<file path="src/rtl/kypd_pkg.sv">
// Shared types and constants for the 4x4 keypad scanner.
// Holds the column FSM encoding, the key map and the per-scan result type.
package kypd_pkg;

    typedef enum logic [1:0] {
        COL0 = 2'd0,
        COL1 = 2'd1,
        COL2 = 2'd2,
        COL3 = 2'd3
    } col_state_t;

    typedef struct packed {
        logic       hit;
        logic [3:0] code;
    } scan_result_t;

    // Indexed [row][col].
    localparam logic [3:0] KEY_MAP [4][4] = '{
        '{4'h1, 4'h2, 4'h3, 4'hA},
        '{4'h4, 4'h5, 4'h6, 4'hB},
        '{4'h7, 4'h8, 4'h9, 4'hC},
        '{4'h0, 4'hF, 4'hE, 4'hD}
    };

    // Lowest-numbered low row in the driven column wins; no hit reports code 0.
    function automatic scan_result_t scan_column(input logic [3:0] row_n,
                                                 input logic [1:0] col_idx);
        scan_result_t res;
        res = '0;
        for (int r = 0; r < 4; r++) begin
            if (!res.hit && !row_n[r]) begin
                res.hit  = 1'b1;
                res.code = KEY_MAP[r][col_idx];
            end
        end
        return res;
    endfunction

endpackage

</file>
<file path="src/rtl/kypd_row_sync.sv">
// Two-flop synchroniser for the pulled-up, active-low row lines.
// Resets to all-ones so an idle keypad is seen during and after reset.
module kypd_row_sync #(
    parameter int unsigned WIDTH = 4
) (
    input  logic             clk,
    input  logic             rst_n,
    input  logic [WIDTH-1:0] i_async,
    output logic [WIDTH-1:0] o_sync
);

    logic [WIDTH-1:0] r_meta;
    logic [WIDTH-1:0] r_sync;

    always_ff @(posedge clk or negedge rst_n) begin
        if (!rst_n) begin
            r_meta <= '1;
            r_sync <= '1;
        end else begin
            r_meta <= i_async;
            r_sync <= r_meta;
        end
    end

    assign o_sync = r_sync;

endmodule

</file>
<file path="src/rtl/keypad_scanner.sv">
// 4x4 keypad scanner: column sweep, priority key pick per scan, scan-level debounce,
// and registered key code / held flag / press and release strobes.
module keypad_scanner
    import kypd_pkg::*;
#(
    parameter int unsigned SETTLE_CYC     = 50_000,
    parameter int unsigned DEBOUNCE_SCANS = 4
) (
    input  logic       clk,
    input  logic       rst_n,
    output logic [3:0] col,
    input  logic [3:0] row,
    output logic [3:0] key_code,
    output logic       key_valid,
    output logic       key_press,
    output logic       key_release
);

    localparam int unsigned SW = $clog2(SETTLE_CYC);
    localparam int unsigned CW = $clog2(DEBOUNCE_SCANS + 1);
    localparam logic [SW-1:0] SETTLE_LAST = SW'(SETTLE_CYC - 1);
    localparam logic [CW-1:0] STABLE_MAX  = CW'(DEBOUNCE_SCANS);

    col_state_t   r_state;
    col_state_t   w_state_next;
    logic [SW-1:0] r_settle;
    logic [3:0]   w_row_sync;
    logic         w_sample;
    logic         w_end_of_scan;
    scan_result_t w_col_hit;
    scan_result_t w_scan;
    scan_result_t r_partial;
    scan_result_t r_cand;
    scan_result_t w_cand_next;
    logic [CW-1:0] r_stable_cnt;
    logic [CW-1:0] w_stable_next;
    logic         w_differs;
    logic         w_accept;
    logic [3:0]   r_key_code;
    logic         r_key_valid;
    logic         r_key_press;
    logic         r_key_release;

    kypd_row_sync #(
        .WIDTH (4)
    ) u_row_sync (
        .clk     (clk),
        .rst_n   (rst_n),
        .i_async (row),
        .o_sync  (w_row_sync)
    );

    assign w_sample      = (r_settle == SETTLE_LAST);
    assign w_end_of_scan = w_sample && (r_state == COL3);

    always_ff @(posedge clk or negedge rst_n) begin
        if (!rst_n) begin
            r_settle <= '0;
        end else if (w_sample) begin
            r_settle <= '0;
        end else begin
            r_settle <= r_settle + 1'b1;
        end
    end

    always_ff @(posedge clk or negedge rst_n) begin
        if (!rst_n) begin
            r_state <= COL0;
        end else begin
            r_state <= w_state_next;
        end
    end

    always_comb begin
        w_state_next = r_state;
        if (w_sample) begin
            unique case (r_state)
                COL0: w_state_next = COL1;
                COL1: w_state_next = COL2;
                COL2: w_state_next = COL3;
                COL3: w_state_next = COL0;
            endcase
        end
    end

    always_comb begin
        col = ~(4'b0001 << r_state);
    end

    // COL0 starts a fresh scan; later columns only fill in if nothing was found yet.
    always_comb begin
        w_col_hit = scan_column(w_row_sync, r_state);
        if ((r_state == COL0) || !r_partial.hit) begin
            w_scan = w_col_hit;
        end else begin
            w_scan = r_partial;
        end
    end

    always_ff @(posedge clk or negedge rst_n) begin
        if (!rst_n) begin
            r_partial <= '0;
        end else if (w_sample) begin
            r_partial <= w_scan;
        end
    end

    always_comb begin
        w_cand_next   = r_cand;
        w_stable_next = r_stable_cnt;
        if (w_end_of_scan) begin
            if (w_scan == r_cand) begin
                if (r_stable_cnt != STABLE_MAX) begin
                    w_stable_next = r_stable_cnt + 1'b1;
                end
            end else begin
                w_cand_next   = w_scan;
                w_stable_next = CW'(1);
            end
        end
    end

    always_ff @(posedge clk or negedge rst_n) begin
        if (!rst_n) begin
            r_cand       <= '0;
            r_stable_cnt <= '0;
        end else begin
            r_cand       <= w_cand_next;
            r_stable_cnt <= w_stable_next;
        end
    end

    // The accepted state is {key_valid, key_code}; key_code is stale while no key is held.
    always_comb begin
        w_differs = (w_cand_next.hit != r_key_valid) ||
                    (w_cand_next.hit && (w_cand_next.code != r_key_code));
        w_accept  = w_end_of_scan && (w_stable_next == STABLE_MAX) && w_differs;
    end

    always_ff @(posedge clk or negedge rst_n) begin
        if (!rst_n) begin
            r_key_code    <= '0;
            r_key_valid   <= 1'b0;
            r_key_press   <= 1'b0;
            r_key_release <= 1'b0;
        end else begin
            r_key_press   <= w_accept && w_cand_next.hit;
            r_key_release <= w_accept && !w_cand_next.hit;
            if (w_accept) begin
                r_key_valid <= w_cand_next.hit;
                if (w_cand_next.hit) begin
                    r_key_code <= w_cand_next.code;
                end
            end
        end
    end

    assign key_code    = r_key_code;
    assign key_valid   = r_key_valid;
    assign key_press   = r_key_press;
    assign key_release = r_key_release;

endmodule

</file>
<file path="config.mk">
export PLATFORM = sky130hd
export DESIGN_NAME = keypad_scanner
export DESIGN_NICKNAME = d
export VERILOG_FILES = /design/src/rtl/kypd_pkg.sv /design/src/rtl/kypd_row_sync.sv /design/src/rtl/keypad_scanner.sv
export SDC_FILE = /design/constraint.sdc
export NUM_CORES = 1
export LEC_CHECK = 0
export ABC_CLOCK_PERIOD_IN_PS = 6300
export CAP_MARGIN = 20
export CORE_ASPECT_RATIO = 0.75
export CORE_MARGIN = 1
export CORE_UTILIZATION = 58
export DETAILED_ROUTE_END_ITERATION = 7
export GPL_TIMING_DRIVEN = 0
export PLACE_DENSITY = 0.9
export SYNTH_ARGS = -nofsm -noshare
export SYNTH_HDL_FRONTEND = slang
export SYNTH_SLANG_ARGS = --single-unit
</file>
<file path="constraint.sdc">
create_clock -name clk -period 6.3 [get_ports clk]
set_clock_uncertainty 0.1 [all_clocks]
set_input_delay 0.945 -clock clk [delete_from_list [all_inputs] [get_ports clk]]
set_output_delay 0.945 -clock clk [all_outputs]
set_load 0.03 [all_outputs]
</file>
[Word-level counts from Yosys, hierarchy flattened]
Cells that the tools add are included.
Operators by class
  add/subtract/negate cells: 2
  order comparisons: 1
  eq/ne operators: 9
  shift-type cells: 1
  mux-type cells: 24
  bitwise gates (word level): 2
  reductions and logical operators: 21
Operators with widths (number)
  $mux 5: 7
  $bmux 4 s2: 4
  $mux 4: 8
  $add 16x1->16 const B: 1
  $eq 16x16->1 const B: 1
  $mux 16: 1
  $logic_and 1x1->1: 9
  $mux 3: 3
  $logic_not 1->1: 8
  $pmux 2 s4: 1
  $eq 5x5->1: 1
  $eq 2x2->1 const B: 2
  $ne 4x4->1: 1
  $not 4->4: 1
  $shl 1x2->4 const A: 1
  $add 3x1->3 const B: 1
  $eq 3x3->1 const B: 1
  $ge 3x3->1 const B: 1
  $ne 3x3->1 const B: 1
  $not 2->3: 1
  $eq 2x1->1 const B: 1
  $logic_not 2->1: 1
  $logic_or 1x1->1: 2
  $reduce_and 2->1: 1
  $ne 1x1->1: 1
Storage, ports and cells
  register bits: 46
  input port bits: 6
  output and inout port bits: 11
  logic and storage cells: 73

[Depth between registers and ports, before layout]
Gate-level depths: netlist of the first run.
  depth after elaboration: 23
  mapped depth: 12
  gate-level depth less buffers: 11

[By module]
From an unflattened synthesis of the first run, not the netlist that was laid out.
Second synthesis, totals
  cell total of the unflattened synthesis: 250
  area, all modules: 2456.1 um2
By module, submodules not included
  keypad_scanner: instances 1, cells each 242, area an instance 2245.9 um2, seq. area each 950.9 um2
  kypd_row_sync: instances 1, cells each 8, area an instance 210.2 um2, seq. area each 210.2 um2

[Worst setup path before layout of the first run]
Ideal clock, no wire load.
  path type: register -> register
  from: reg r_state[0]
  to: reg r_key_code[0] (netlist: key_code[0])
  library setup time: 0.125 ns
  data arrival time: 3.308 ns
  data required time: 6.075 ns
  setup slack: 2.767 ns
  cell stages (with the launch flop): 12
  buffers on the path: 0
  period minus slack after synthesis: 3.533 ns
  path through: dfrtp_1 > inv_1 > ha_1 > inv_1 > o21ai_0 > a221o_1 > xor2_1 > o41ai_2 > mux2_2 > xor2_2 > o311ai_4 > mux2_2
RTL lines
  start, declared: line keypad_scanner.sv:24  | col_state_t r_state;
  start signal, assigned: line keypad_scanner.sv:70  | r_state <= w_state_next;
  end signal, assigned: line keypad_scanner.sv:152  | r_key_code <= w_cand_next.code;
  end, declared: line keypad_scanner.sv:39  | logic [3:0] r_key_code;

==> flow_summary_export.csv, run 1 <==
group,metric,value,unit
outcome,run_status,"finished clean",
sta,finalHoldViolations,0,
layout,finish.net_count,263,
clock_tree,tritoncts,"done",
routing,detailroute.wirelength.met2,2060,um
floorplanning,core.rowCount,19,
grt,grt_pass1_wl,7580,um
flow_run,timing.max_cap.violations,0,
synthesis,synth-main-ff-cell,"sky130_fd_sc_hd__dfrtp_1",
sta,timing_worst_slew_pin_value,0.536,ns
critical_path,worst_reg2reg_setup_slack,2.39,ns
sta,final-max-slew-violation-count,0,
synthesis,synth.avg_cell_area,10.8,um2
critical_path,critPathLaunchType,"register",
sta,max_freq,256,MHz
placement,placed_cells_incl_taps,293,
synthesis,yosysSeqAreaShare,0.482,
critical_path,critical_path_data_arrival_time,4.01,ns
pwr,power_density_over_the_cells,186,nW/um2
synthesis,proportion_of_register_bits_with_asynchronous_set_or_reset_after_synthesis,1.00,
routing,topRoutingLayerUsed,"met4",
critical_path,cp_slowest_cell,"sky130_fd_sc_hd__o41ai_2",
critical_path,timing.critical_path.from,"r_state[0]",
routing,avgViaCountPerCell,5.57,
critical_path,worstPathCellList,"inv_1, ha_1, nand2b_1, a311oi_1, or2_2, o221ai_2, o41ai_2, mux2i_1, xor2_1, o311ai_4, mux2_2",
routing,drt_iter0_drc,126,
clock_tree,htree_num_levels,2,
layout,fin_util,0.721,
routing,avgRoutedWirePerCell,14.9,um
synthesis,post_synth_num_cell_types,52,
critical_path,critical_path_sink_type,"register",
synthesis,mapped_nets,239,
pwr,max-vdd-ir-drop,176,uV
routing,route.met3.wl,170,um
clock_tree,cts_hold_buffers,0,
synthesis,synthesis.yosys.warnings,0,
layout,post_layout_nonfiller_instances,301,
floorplanning,start_util,0.634,
grt,grt_max_degree,26,
sta,final.setup.tns,0,ns
routing,route.vias.total,1677,
sta,period_minus_slack,3.91,ns
routing,total_length_of_routed_wires,4500,um
routing,ant_nets,0,
grt,grt_usage,0.224,
routing,route.detailed.drc,0,
layout,post_route_cells_drive_above_1_share,0.185,
clock_tree,post_cts_resize_count,0,
sta,maxSlewHeadroom,0.639,
routing,met1Wirelength,2230,um
placement,place.port_buffers,16,
placement,post-place-ws,2.47,ns
clock_tree,cts_buffers,5,
critical_path,worst_r2r_startpoint,"r_state[0]",
clock_tree,post_cts.repair.setup_buffers,0,
critical_path,required,6.40,ns
layout,filler_cell_count,257,
grt,grt_antenna_before_repair,0,
hold_path,min-delay-path-class,"register to register",
layout,antenna_cells,0,
grt,grt_overflow,0,
critical_path,worstSetupEndpoint,"key_code[3]",
floorplanning,pin_count,17,
placement,dp_hpwl,3310,um
critical_path,r2r-end,"key_code[3]",
clock_tree,clock_sinks,46,
sta,rsz0062_at_grt,"false",
placement,gp_congestion,0.861,
sta,finalSetupViolCount,0,
critical_path,r2r.worst_path.cells,11,
critical_path,critPathKind,"register to register",
grt,grt_pass1_vias,1592,
critical_path,cp_slowest_stage_delay,0.50,ns
floorplanning,fp.dieH,57.8,um
clock_tree,clockRootBuffer,"sky130_fd_sc_hd__clkbuf_8",
floorplanning,die_x,76.4,um
layout,area_growth_syn_to_layout,13.8,%
synthesis,synth-seq-cells,46,
layout,multi_input_area,1150,um2
sta,fin_crit_sh,0.621,
clock_tree,clkSlewWorstSetupHoldPaths,0.10,ns
floorplanning,core-area,3800,um2
synthesis,synth_enable_flop_cells,0,
synthesis,mappedNetlistArea,2410,um2
routing,first_pass_iteration_count_of_the_detailed_router,6,
critical_path,cp_max_fo,7,
clock_tree,cts_max_path_buffers,2,
pwr,p_leak,1.22,nW
layout,register_area,1160,um2
clock_tree,clk-insertion-delay-late,0.31,ns
synthesis,postSynthCellCount,224,
floorplanning,die-area,4420,um2
sta,finalWorstSetupSlack,2.39,ns
sequential cells by signal (all words and copies together) (netlist names):
name               flops
r_cand                 5
r_stable_cnt           3
r_partial              5
u_row_sync.r_meta      4
u_row_sync.o_sync      4
r_settle              16
key_press              1
key_valid              1
r_state                2
key_code               4
key_release            1
power by group:
part | internal (mW) | switching (mW)
Clock | 0.0795 | 0.110
Sequential | 0.300 | 0.00182
Combinational | 0.00813 | 0.0120
layer usage:
layer  vias up  track usage
met5         -            0
met4         0       0.0659
met3         5       0.0472
met2        35        0.351
met1       820        0.321
li1        817            -
critical path, delay by kind of cell (launching register included):
| kind | cells | cell delay (ns) |
|---|---|---|
| and+or+nand+nor | 2 | 0.29 |
| adders and majority gates | 1 | 0.36 |
| AOI/OAI and AO/OA | 4 | 1.44 |
| xor gates and xnor gates | 1 | 0.21 |
| DFF | 1 | 0.43 |
| buffers and inverters | 1 | 0.15 |
| muxes | 2 | 0.82 |
area by class of cell:
cell class,count,share of cell area
flip-flops and latches,46,0.423
multi-input cells,157,0.421
repair buffers,17,0.0639
clock buffers,5,0.0251
well taps,52,0.0237
inverters,16,0.0219
plain buffers,5,0.0128
clock inverters,3,0.00867
how the worst min path moves through the flow:
stage	to	startpoint	slack (ns)	cells after the start
after floorplan	u_row_sync.o_sync[0]	u_row_sync.r_meta[0]	0.25	0
after global placement	u_row_sync.o_sync[2]	u_row_sync.r_meta[2]	0.25	0
after detailed placement	u_row_sync.o_sync[0]	u_row_sync.r_meta[0]	0.25	0
after CTS	u_row_sync.o_sync[0]	u_row_sync.r_meta[0]	0.26	0
after global routing	u_row_sync.o_sync[1]	u_row_sync.r_meta[1]	0.27	0
final	u_row_sync.o_sync[1]	u_row_sync.r_meta[1]	0.26	0
synth_stat cells (all sizes together), types with 2 or more instances:
library cell,count,area [um2]
nand2b,3,18.8
a21o,2,15.0
mux2i,3,30.0
nor3,2,10.0
dfstp,8,210
a21oi,7,42.5
nand3,8,40.0
mux2,9,101
and3,3,18.8
nor3b,2,15.0
buf,3,27.5
o21ai,17,85.1
xnor2,7,68.8
dfrtp,38,951
inv,16,60.1
nor2b,3,26.3
xor2,12,113
o221ai,2,23.8
or2,2,12.5
nor4b,2,30.0
clkbuf,2,7.51
ha,9,113
nor2,24,90.1
nand4,2,18.8
or3,3,23.8
nand2,17,63.8
cells in the final DEF, fill, tap and decap left out, types with 3 or more instances in the layout:
cell                               n
sky130_fd_sc_hd__mux2_2            9
sky130_fd_sc_hd__o21ai_0          17
sky130_fd_sc_hd__ha_1              9
sky130_fd_sc_hd__a21oi_1           5
sky130_fd_sc_hd__dfrtp_1          38
sky130_fd_sc_hd__nor2_1           24
sky130_fd_sc_hd__inv_1            16
sky130_fd_sc_hd__nand2b_1          3
sky130_fd_sc_hd__mux2i_1           3
sky130_fd_sc_hd__clkbuf_8          5
sky130_fd_sc_hd__dfstp_2           8
sky130_fd_sc_hd__nand2_1          17
sky130_fd_sc_hd__and3_1            3
sky130_fd_sc_hd__xor2_1           11
sky130_fd_sc_hd__nand3_1           8
sky130_fd_sc_hd__clkdlybuf4s50_1  15
sky130_fd_sc_hd__xnor2_1           6
cells by family after synthesis:
group,after synthesis,synth area share
adders and majority gates,9,0.0467
DFF,46,0.482
AOI/OAI and AO/OA,40,0.124
muxes,12,0.0545
xor gates and xnor gates,19,0.0753
and+or+nand+nor,77,0.178
buffers and inverters,21,0.0395
through the flow:
step                      total power [mW]  hold WS, ns  instance area, um2
after floorplan                      0.315        0.245                2410
after global placement               0.326        0.246                2640
after detailed placement             0.328        0.248                2650
after CTS                            0.514        0.262                2740
after global routing                 0.527        0.265                2740
final                                0.511        0.261                2740
No activity file was read; power rests on OpenSTA's default activity.
==> run 2, diff against run 1 <==
ABC_CLOCK_PERIOD_IN_PS = 3700   (was 6300)
clock period = 3.7 ns   (was 6.3 ns; I/O delays follow)
==> flow_summary_export.csv, run 2 (synthesis gave the netlist of run 1 again) <==
group,metric,value,unit
outcome,run_status,"finished clean",
pwr,p_leak,1.25,nW
clock_tree,cts_max_path_buffers,2,
critical_path,cp_max_fo,7,
pwr,intPower,0.660,mW
placement,dp_hpwl,3310,um
clock_tree,cts_buffers,5,
layout,layout_commonest_cell,"sky130_fd_sc_hd__dfrtp_1",
pwr,seq_power_share,0.589,
grt,grt_overflow,0,
grt,grt_usage,0.230,
sta,max_freq,278,MHz
layout,largest_reg_flops,16,
routing,ant_nets,0,
floorplanning,core.rowCount,19,
routing,drt_iter0_drc,147,
floorplanning,core-area,3800,um2
critical_path,critical_path_sink_type,"register",
grt,grt_pass1_wl,7720,um
layout,antenna_cells,0,
critical_path,critPathKind,"register to register",
layout,layout_common_cells,"37 x sky130_fd_sc_hd__dfrtp_1, 24 x sky130_fd_sc_hd__nor2_1, 17 x sky130_fd_sc_hd__nand2_1, 17 x sky130_fd_sc_hd__o21ai_0, 15 x sky130_fd_sc_hd__clkdlybuf4s50_1",
sta,finalSetupViolCount,0,
sta,final-max-slew-violation-count,0,
clock_tree,clock_sinks,46,
clock_tree,htree_num_levels,2,
grt,grt_max_degree,26,
sta,maxSlewHeadroom,0.640,
layout,finish.net_count,268,
sta,finalHoldViolations,0,
critical_path,required,3.80,ns
sta,finalHoldWorstSlack,0.0929,ns
routing,avgRoutedWirePerCell,15.9,um
placement,place.port_buffers,16,
sta,final.setup.tns,0,ns
placement,placed_cells_incl_taps,293,
layout,post_route_cells_drive_above_1_share,0.224,
sta,timing_worst_slew_pin_value,0.540,ns
sta,fin_crit_sh,0.974,
sta,period_minus_slack,3.60,ns
layout,largest-register,"r_settle",
floorplanning,die_x,76.4,um
pwr,max-vdd-ir-drop,289,uV
routing,route.vias.total,1742,
critical_path,critical_path_data_arrival_time,3.70,ns
layout,top_regs,"r_settle (16), r_cand (5), r_partial (5)",
clock_tree,tritoncts,"done",
floorplanning,start_util,0.634,
clock_tree,clockRootBuffer,"sky130_fd_sc_hd__clkbuf_8",
routing,total_length_of_routed_wires,4860,um
flow_run,timing.max_cap.violations,0,
pwr,power.clock.fraction,0.370,
pwr,power.switching_fraction,0.245,
floorplanning,fp.dieH,57.8,um
clock_tree,clkSlewWorstSetupHoldPaths,0.10,ns
layout,post_layout_nonfiller_instances,306,
clock_tree,cts_hold_buffers,0,
routing,route.detailed.drc,0,
layout,area_growth_syn_to_layout,18.7,%
hold_path,min-delay-path-class,"primary input to asynchronous set/reset pin",
pwr,power_density_over_the_cells,306,nW/um2
grt,grt_pass1_vias,1586,
critical_path,critPathLaunchType,"register",
routing,first_pass_iteration_count_of_the_detailed_router,4,
floorplanning,die-area,4420,um2
routing,avgViaCountPerCell,5.69,
floorplanning,pin_count,17,
placement,gp_congestion,0.861,
pwr,share_comb_of_total_power,0.041,
grt,grt_antenna_before_repair,0,
clock_tree,clk-insertion-delay-late,0.31,ns
pwr,power.net_switching,0.214,mW
-- run 2: what timing repair did --
action | 4_1_cts | 5_1_grt
gates resized for setup | 3 | 10
setup endpoints to repair | 4 | 5
endpoints found under the hold margin | 0 | 0
pin swaps | 1 | 4
buffers inserted | 0 | 6
-- run 2: final timing paths --
path / slack [ns] / cells after the start / from / to
max in group asynchronous: 2.91 / 2 / rst_n / r_settle[11]
min reg2reg: 0.26 / 0 / u_row_sync.r_meta[1] / u_row_sync.o_sync[1]
max reg2reg: 0.1 / 13 / r_state[1] / key_code[3]
max: 0.1 / 13 / r_state[1] / key_code[3]
min in group clk: 0.26 / 0 / u_row_sync.r_meta[1] / u_row_sync.o_sync[1]
min: 0.09 / 1 / rst_n / r_state[0]
-- run 2: layout make-up --
cell class	instances	area, um2
well taps	52	65.1
clock buffers	5	68.8
plain buffers	4	30.0
flip-flops and latches	46	1160
repair buffers	23	220
inverters	16	60.1
clock inverters	3	23.8
multi-input cells	157	1230
fillers	241	943
-- run 2: worst max-delay path, stage by stage, from the launching register on --
cell                       delay [ns]
sky130_fd_sc_hd__dfrtp_2         0.44
sky130_fd_sc_hd__inv_2           0.10
sky130_fd_sc_hd__ha_4            0.19
sky130_fd_sc_hd__nor2b_4         0.07
sky130_fd_sc_hd__or3_4           0.38
sky130_fd_sc_hd__buf_6           0.15
sky130_fd_sc_hd__xnor2_4         0.15
sky130_fd_sc_hd__nand4_4         0.11
sky130_fd_sc_hd__o41ai_4         0.41
sky130_fd_sc_hd__buf_4           0.19
sky130_fd_sc_hd__mux2i_4         0.29
sky130_fd_sc_hd__xor2_2          0.14
sky130_fd_sc_hd__o311ai_4        0.35
sky130_fd_sc_hd__mux2_2          0.39
-- run 2: layer usage --
layer	vias to the layer above	GRT usage	wire, um
li1	829	-	-
met1	856	0.333	2260
met2	50	0.360	2330
met3	7	0.0472	219
met4	0	0.0549	53
met5	-	0	0
-- run 2: power groups by stage --
stage          Clock, mW  Combinational [mW]  Sequential (mW)
6_report           0.323              0.0361            0.515
5_1_grt            0.345              0.0403            0.516
4_1_cts            0.327              0.0359            0.513
3_5_place_dp           0              0.0351            0.523
3_3_place_gp           0              0.0323            0.523
2_1_floorplan          0              0.0150            0.522
-- run 2: through the flow --
| step | setup slack, ns | cell area, um2 | util | power (mW) |
|---|---|---|---|---|
| after global placement | -0.0574 | 2640 | 0.693 | 0.555 |
| after detailed placement | -0.128 | 2650 | 0.697 | 0.558 |
| final | 0.0975 | 2860 | 0.752 | 0.874 |
| after CTS | 0.0220 | 2760 | 0.726 | 0.877 |
| after floorplan | 0.167 | 2410 | - | 0.537 |
| after global routing | -0.0656 | 2860 | 0.752 | 0.901 |
==> run 3, diff against run 2 <==
CAP_MARGIN = 10   (was 20)
==> results of run 3 <==
The final DEF is identical to that of run 2; final timing and power are the same.
